[src/rtl/ram_pkg.sv]
// Shared constants and FSM state type for the self-initialising RAM block.
package ram_pkg;

    localparam int DW_DEF = 8;
    localparam int AW_DEF = 4;
    localparam int CW_DEF = 16;

    typedef enum logic {
        INIT = 1'b0,
        RUN  = 1'b1
    } state_t;

endpackage

[src/rtl/ram_sat_cnt.sv]
// CW-bit up-counter that sticks at all-ones; clr_i is a synchronous clear with priority.
module ram_sat_cnt #(
    parameter int CW = 16
) (
    input  logic          clk,
    input  logic          clr_i,
    input  logic          inc_i,
    output logic [CW-1:0] cnt_o
);

    logic [CW-1:0] cnt_q;
    logic [CW-1:0] cnt_d;

    always_comb begin
        cnt_d = cnt_q;
        if (inc_i && (cnt_q != '1)) begin
            cnt_d = cnt_q + CW'(1);
        end
    end

    always_ff @(posedge clk) begin
        if (clr_i) begin
            cnt_q <= '0;
        end else begin
            cnt_q <= cnt_d;
        end
    end

    assign cnt_o = cnt_q;

endmodule

[src/rtl/ram_resp.sv]
// Single-port RAM that zero-fills itself after reset (INIT), then serves
// one access per cycle (RUN) with registered read data and access counters.
module ram_resp
    import ram_pkg::*;
#(
    parameter int DW = DW_DEF,
    parameter int AW = AW_DEF,
    parameter int CW = CW_DEF
) (
    input  logic          clk,
    input  logic          rst,
    input  logic          wr,
    input  logic [DW-1:0] din,
    input  logic [AW-1:0] addr,
    output logic [DW-1:0] dout,
    output logic          ready,
    output logic [CW-1:0] wr_cnt,
    output logic [CW-1:0] rd_cnt,
    output logic          err
);

    localparam int DEPTH = 1 << AW;

    state_t        state_q, state_d;
    logic [AW-1:0] ptr_q, ptr_d;
    logic [DW-1:0] dout_q, dout_d;
    logic          err_q, err_d;
    logic [DW-1:0] mem_q [DEPTH];
    logic          mem_we;
    logic [AW-1:0] mem_waddr;
    logic [DW-1:0] mem_wdata;
    logic          wr_inc;
    logic          rd_inc;

    always_comb begin
        state_d   = state_q;
        ptr_d     = ptr_q;
        dout_d    = dout_q;
        err_d     = err_q;
        mem_we    = 1'b0;
        mem_waddr = ptr_q;
        mem_wdata = '0;
        wr_inc    = 1'b0;
        rd_inc    = 1'b0;
        case (state_q)
            INIT: begin
                // ptr holds at the last location so it only returns to 0 via reset
                mem_we = 1'b1;
                if (wr) begin
                    err_d = 1'b1;
                end
                if (ptr_q == AW'(DEPTH - 1)) begin
                    state_d = RUN;
                end else begin
                    ptr_d = ptr_q + AW'(1);
                end
            end
            RUN: begin
                if (wr) begin
                    mem_we    = 1'b1;
                    mem_waddr = addr;
                    mem_wdata = din;
                    wr_inc    = 1'b1;
                end else begin
                    dout_d = mem_q[addr];
                    rd_inc = 1'b1;
                end
            end
            default: state_d = INIT;
        endcase
    end

    always_ff @(posedge clk) begin
        if (rst) begin
            state_q <= INIT;
            ptr_q   <= '0;
            dout_q  <= '0;
            err_q   <= 1'b0;
        end else begin
            state_q <= state_d;
            ptr_q   <= ptr_d;
            dout_q  <= dout_d;
            err_q   <= err_d;
        end
    end

    // Array has no reset of its own; the INIT sweep clears it after every reset.
    always_ff @(posedge clk) begin
        if (!rst && mem_we) begin
            mem_q[mem_waddr] <= mem_wdata;
        end
    end

    ram_sat_cnt #(.CW(CW)) u_wr_cnt (
        .clk   (clk),
        .clr_i (rst),
        .inc_i (wr_inc),
        .cnt_o (wr_cnt)
    );

    ram_sat_cnt #(.CW(CW)) u_rd_cnt (
        .clk   (clk),
        .clr_i (rst),
        .inc_i (rd_inc),
        .cnt_o (rd_cnt)
    );

    assign dout  = dout_q;
    assign ready = (state_q == RUN);
    assign err   = err_q;

endmodule

[config.mk]
export PLATFORM = sky130hd
export DESIGN_NAME = ram_resp
export DESIGN_NICKNAME = d
export VERILOG_FILES = /design/src/rtl/ram_pkg.sv /design/src/rtl/ram_sat_cnt.sv /design/src/rtl/ram_resp.sv
export SDC_FILE = /design/constraint.sdc
export NUM_CORES = 1
export LEC_CHECK = 0
export BUFFER_PORTS_ARGS = -buffer_cell sky130_fd_sc_hd__buf_4
export CORE_UTILIZATION = 50
export CTS_CLUSTER_DIAMETER = 40
export DETAILED_ROUTE_END_ITERATION = 10
export HOLD_SLACK_MARGIN = 0.05
export MAX_ROUTING_LAYER = met4
export PLACE_DENSITY = 0.69
export SKIP_LAST_GASP = 1
export SYNTH_ARGS = -nofsm -noshare
export SYNTH_HDL_FRONTEND = slang
export SYNTH_SLANG_ARGS = --single-unit
[constraint.sdc]
create_clock -name clk -period 2.7 [get_ports clk]
set_input_delay 0.675 -clock clk [delete_from_list [all_inputs] [get_ports clk]]
set_output_delay 0.675 -clock clk [all_outputs]
set_load 0.005 [all_outputs]
==> results of run 1 <==
==> placed cells by master (no fill, tap or decap), types with 2 or more instances in the layout <==
| cell type | n |
|---|---|
| edfxtp_1 | 128 |
| buf_4 | 74 |
| nor2_1 | 51 |
| dfxtp_1 | 46 |
| mux4_2 | 32 |
| nand2_1 | 23 |
| a21oi_1 | 19 |
| mux2_2 | 18 |
| nor2b_1 | 17 |
| clkbuf_16 | 17 |
| nand3_1 | 13 |
| mux2i_1 | 12 |
| and3_1 | 11 |
| inv_1 | 8 |
| a211oi_1 | 8 |
| o21ai_0 | 8 |
| a31oi_1 | 7 |
| nand4_1 | 7 |
| or3_1 | 7 |
| a22oi_1 | 7 |
| o211ai_1 | 7 |
| nand2b_1 | 5 |
| nor4_1 | 5 |
| inv_8 | 5 |
| nor3_1 | 4 |
| and4_1 | 3 |
| or4_1 | 3 |
| ha_1 | 3 |
| clkinv_8 | 3 |
| clkinvlp_4 | 3 |
| nand3b_1 | 2 |
| nor3b_1 | 2 |
| xor2_1 | 2 |
| and4b_1 | 2 |
| nor4b_1 | 2 |
==> cell type report <==
type / count / area (µm²) / share of cell area, %
Sequential cell: 174 / 4760 / 55.7
Multi-Input combinational cell: 292 / 2350 / 27.5
Timing Repair Buffer: 74 / 556 / 6.50
Clock buffer: 18 / 439 / 5.14
Tap cell: 180 / 225 / 2.64
Clock inverter: 14 / 175 / 2.05
Inverter: 9 / 33.8 / 0.395
==> stage by stage <==
stage / worst slack, ns / util, %
2_1_floorplan: 0.308 / -
3_3_place_gp: 0.168 / 56.7
3_5_place_dp: 0.117 / 56.7
4_1_cts: 0.373 / 61.1
5_1_grt: 0.103 / 61.1
6_report: 0.387 / 61.1
==> sequential cells by signal, indices dropped and copies added (netlist names) <==
register / cells
mem_q: 128
u_rd_cnt.cnt_o: 16
u_wr_cnt.cnt_o: 16
dout: 8
ptr_q: 4
err: 1
ready: 1
==> report_power, final <==
group	switching, µW	internal [µW]
Combinational	109	84.3
Clock	1120	1350
Sequential	12.3	2860
Total	1250	4300
==> cell families (layout without fill, tap and decap cells) <==
group	after synthesis	count (layout)	share of synthesized area [%]
buf+inv	32	115	1.74
mux	62	62	14.4
simple gates	162	162	11.8
compound gates	62	62	5.44
fa+ha+maj	3	3	0.518
xor+xnor	3	3	0.363
flops	174	174	65.8
==> worst max-delay path, stage by stage, from the launching register on <==
cell and delay [ns]:
dfxtp_1 0.57, nand2_1 0.28, mux2_2 0.31, nand2_1 0.10
nor2_1 0.68
==> worst paths after layout <==
kind | end | slack, ns | cells past startpoint
worst min-delay path | dout[6] | 0.48 | 2
worst min register to register | dout[6] | 0.48 | 2
worst max register to register | mem_q[5][7] | 0.39 | 4
worst max-delay path | mem_q[5][7] | 0.39 | 4
==> layer usage <==
metal | GRT usage (%) | share of wire, % | vias up
li1 | - | - | 2082
met4 | 8.99 | 1.8 | 0
met1 | 30.4 | 43 | 2270
met3 | 3.95 | 6.5 | 20
met5 | - | 0 | -
met2 | 35.3 | 48 | 136
==> flow_summary_export.csv, run 1 <==
group,metric,value,unit
synthesis,ys_warn_count,0,
clocking,numCtsBuffers,17,
detailed_routing,wl_per_cell,20.0,µm
synthesis,synth_top_area_share,53.1,%
synthesis,yosys.area.top_type,"edfxtp_1",
clocking,cts_hold_buf,0,
pwr,ir_drop,0.462,mV
floorplanning,core-area,14000,µm²
detailed_routing,drtPass1Iterations,4,
pwr,power_density,649,nW/µm²
synthesis,syn_area,7240,µm²
global_routing,grt_pass1_vias,4441,
run_status,outcome,"finished clean",
clocking,clk_latency,0.43,ns
clocking,h-tree-depth,4,
floorplanning,fp.dieW,122,µm
synthesis,syn_inst,498,
sta,setup_tns,0,ns
clocking,cts_setup_buffers,0,
flow_run,max-cap-violations,0,
floorplanning,start_util,51.8,%
layout,antenna_cells,0,
global_routing,gr-total-overflow,0,
synthesis,syn_avg_cell_area,14.5,µm²
sta,worst_pin_slew,0.944,ns
setup_path,cp.required,2.75,ns
sta,clock_skew,0.00903,ns
placement,hpwl,10100,µm
pwr,power.total,5540,µW
synthesis,synthTopCellsByArea,"edfxtp_1 (53%), dfxtp_1 (13%), mux4_2 (9.9%), mux2_2 (2.8%), nor2_1 (2.6%)",
placement,place.gp.congestion,0.805,
detailed_routing,drcViolationCount,0,
layout,fin_area,8550,µm²
sta,period_minus_slack,2.31,ns
clocking,root_buffer,"clkbuf_16",
clocking,cts_sinks,174,
clocking,clockBufferDepth,2,
setup_path,critPathLaunch,"ready",
synthesis,yosysMostFrequentCell,"edfxtp_1",
sta,finalMaxSlewViolations,0,
worst_hold_path,hp-start,"dout[6]",
worst_hold_path,hold_class,"reg2reg",
floorplanning,fp.dieH,122,µm
floorplanning,pin_count,57,
synthesis,synth-seq-cells,174,
sta,hold_slack,0.480,ns
sta,setup_viol,0,
sta,hold_viol,0,
detailed_routing,viasPerCell,5.92,
detailed_routing,final_antenna_net_count,0,
placement,dpl-instance-area,7930,µm²
placement,dp_cells,729,
synthesis,ys_dominant_reg_cell,"edfxtp_1",
synthesis,synth-async-reset-ratio,0,%
layout,drive_above_1_share,27.7,%
synthesis,synth_edf_count,128,
pwr,p_leak,0.00314,µW
clocking,cts_resized,0,
sta,fmax,432,MHz
setup_path,end_kind,"flop",
clocking,clk_pin_slew_worst_paths,0.07,ns
detailed_routing,vias,4508,
global_routing,grt_max_degree,59,
detailed_routing,wirelength,15200,µm
floorplanning,die-area,15000,µm²
layout,nNetsFinal,586,
synthesis,synth_nets,516,
layout,area_delta_synth_final,18.0,%
global_routing,antenna_found_initial,0,
global_routing,grt_pass1_wl,24200,µm
synthesis,ys_types,47,
detailed_routing,drtIter0Drc,521,
global_routing,grt.total_usage,22.9,%
layout,fin_cells,761,
placement,port_buffers,56,
sta,timing.final.crit_share,85.7,%
sta,maxSlewHeadroom,36.2,%
sta,rsz0062_at_grt,"false",
setup_path,worstSetupStartpointType,"flop",
setup_path,worstPathMaxFanout,15,
synthesis,synth_commonest_cells,"edfxtp_1 (128), nor2_1 (51), dfxtp_1 (46), mux4_2 (32), nand2_1 (23)",
clocking,cts_tree,"built",
floorplanning,row_count,43,
layout,final.fill_count,1050,
setup_path,r2r_start,"ready",
synthesis,ys_seq_area_share,65.8,%
setup_path,path_class,"reg2reg",
setup_path,arrival,2.37,ns
(Power assumes the default switching activity.)
==> run 2: changes to the inputs <==
--- a/config.mk
+++ b/config.mk
@@ -9,6 +9,7 @@
 export CORE_UTILIZATION = 50
 export CTS_CLUSTER_DIAMETER = 40
 export DETAILED_ROUTE_END_ITERATION = 10
+export GPL_TIMING_DRIVEN = 0
 export HOLD_SLACK_MARGIN = 0.05
 export MAX_ROUTING_LAYER = met4
 export PLACE_DENSITY = 0.69
==> run 2 against run 1 <==
Net effect:
- first-iteration DRC count fell by 12%
- combinational power rose by 4%
- critical path depth rose by 2
- critical path type unchanged
- largest cell class unchanged
- largest power group unchanged
- highest routed layer unchanged
==> flow_summary_export.csv, run 2 (synthesis gave the netlist of run 1 again) <==
group,metric,value,unit
run_status,outcome,"finished clean",
sta,hold_viol,0,
pwr,power_density,661,nW/µm²
detailed_routing,drcViolationCount,0,
clocking,cts_tree,"built",
clocking,h-tree-depth,4,
placement,hpwl,10600,µm
global_routing,grt.total_usage,23.4,%
flow_run,max-cap-violations,0,
layout,largest_register,"mem_q",
layout,nNetsFinal,587,
setup_path,worstSetupStartpointType,"flop",
floorplanning,pin_count,57,
setup_path,end_kind,"flop",
detailed_routing,vias,4587,
clocking,root_buffer,"clkbuf_16",
floorplanning,fp.dieW,122,µm
sta,fmax,389,MHz
clocking,cts_hold_buf,0,
floorplanning,row_count,43,
placement,port_buffers,52,
floorplanning,core-area,14000,µm²
global_routing,antenna_found_initial,0,
layout,drive_above_1_share,27.7,%
setup_path,reg2reg_slack,0.13,ns
clocking,clk_latency,0.43,ns
layout,antenna_cells,0,
clocking,clockBufferDepth,2,
sta,maxSlewHeadroom,43.0,%
setup_path,arrival,2.64,ns
sta,clock_skew,0.00816,ns
sta,finalMaxSlewViolations,0,
detailed_routing,viasPerCell,6.02,
setup_path,endpoint,"mem_q[0][5]",
layout,multiInputGateArea,2390,µm²
detailed_routing,final_antenna_net_count,0,
layout,seqCellArea,4760,µm²
clocking,clk_pin_slew_worst_paths,0.07,ns
sta,fin_ws,0.130,ns
setup_path,r2r_cells,6,
placement,dp_cells,730,
placement,place_ws,-0.610,ns
setup_path,cp.required,2.77,ns
floorplanning,die-area,15000,µm²
sta,rsz0062_at_grt,"false",
global_routing,grt_pass1_wl,24300,µm
sta,period_minus_slack,2.57,ns
layout,fin_cells,762,
pwr,power.total,5630,µW
pwr,p_leak,0.00307,µW
layout,final.fill_count,1041,
sta,timing.final.crit_share,95.2,%
detailed_routing,drtIter0Drc,458,
clocking,cts_sinks,174,
layout,layout_commonest_cell,"edfxtp_1",
setup_path,r2r_start,"ready",
global_routing,grt_max_degree,18,
worst_hold_path,hold_class,"reg2reg",
setup_path,critPathLaunch,"ready",
clocking,cts_setup_buffers,0,
detailed_routing,drtPass1Iterations,5,
floorplanning,fp.dieH,122,µm
placement,place.gp.congestion,0.878,
setup_path,path_class,"reg2reg",
clocking,numCtsBuffers,17,
detailed_routing,wirelength,15900,µm
layout,mostFrequentLayoutCells,"edfxtp_1 (128), buf_4 (52), dfxtp_1 (46)",
setup_path,worstPathMaxFanout,10,
sta,setup_viol,0,
detailed_routing,wl_per_cell,20.9,µm
global_routing,gr-total-overflow,0,
layout,area_delta_synth_final,17.7,%
sta,worst_pin_slew,0.844,ns
layout,largest_reg_flops,128,
global_routing,grt_pass1_vias,4275,
floorplanning,start_util,51.8,%
pwr,ir_drop,0.453,mV
setup_path,crit-reg2reg-capture,"mem_q[0][5]",
-- run 2: repair_timing --
item	CTS	global route
resized for setup	5	13
gates cloned	0	0
setup endpoints to repair	56	104
-- run 2: worst min path at each step --
| stage | from | endpoint | slack [ns] | depth (start not counted) |
|---|---|---|---|---|
| final | dout[7] | dout[7] | 0.48 | 2 |
| after global routing | u_wr_cnt.cnt_o[11] | u_wr_cnt.cnt_o[11] | 0.53 | 2 |
| after CTS | dout[7] | dout[7] | 0.49 | 2 |
| after detailed placement | dout[7] | dout[7] | 0.47 | 2 |
| after global placement | dout[7] | dout[7] | 0.46 | 2 |
| after floorplan | err | err | 0.46 | 2 |
-- run 2: final cells by class --
| class | instances | area share [%] |
|---|---|---|
| tap | 180 | 2.64 |
| timing repair buffer | 52 | 4.58 |
| inverter | 9 | 0.396 |
| multi-input combinational | 292 | 28.1 |
| clock buffer | 17 | 4.99 |
| sequential | 174 | 55.9 |
| buffer | 23 | 1.10 |
| clock inverter | 15 | 2.33 |
-- run 2: report_power, final --
group / switching (µW) / total, µW / leakage [µW] / internal, µW
clock: 1070 / 2560 / 0.000290 / 1490
combinational: 121 / 202 / 0.00108 / 81.5
sequential: 11.4 / 2870 / 0.00169 / 2860
-- run 2: critical path: stages, from the launching register on --
cell      delay, ns
dfxtp_1        0.47
clkbuf_1       0.38
nand2_1        0.13
clkbuf_1       0.25
mux2i_1        0.25
nand2_1        0.21
nor2_2         0.51
-- run 2: through the flow --
| step | hold slack, ns | setup TNS (ns) | instance area (µm²) | utilization [%] |
|---|---|---|---|---|
| 2_1_floorplan | 0.460 | 0 | 7240 | - |
| 3_3_place_gp | 0.464 | -44.62 | 7860 | 56.2 |
| 3_5_place_dp | 0.469 | -48.13 | 7860 | 56.2 |
| 4_1_cts | 0.492 | -0.617 | 8500 | 60.7 |
| 5_1_grt | 0.526 | 0 | 8530 | 60.9 |
| 6_report | 0.481 | 0 | 8530 | 60.9 |
-- run 2: layer usage --
layer	track usage (%)	up-vias	part of all wire, %
met5	-	-	0
met4	6.94	0	1.0
met3	5.86	16	5.8
met2	34.7	147	47
met1	31.8	2336	46
li1	-	2088	-
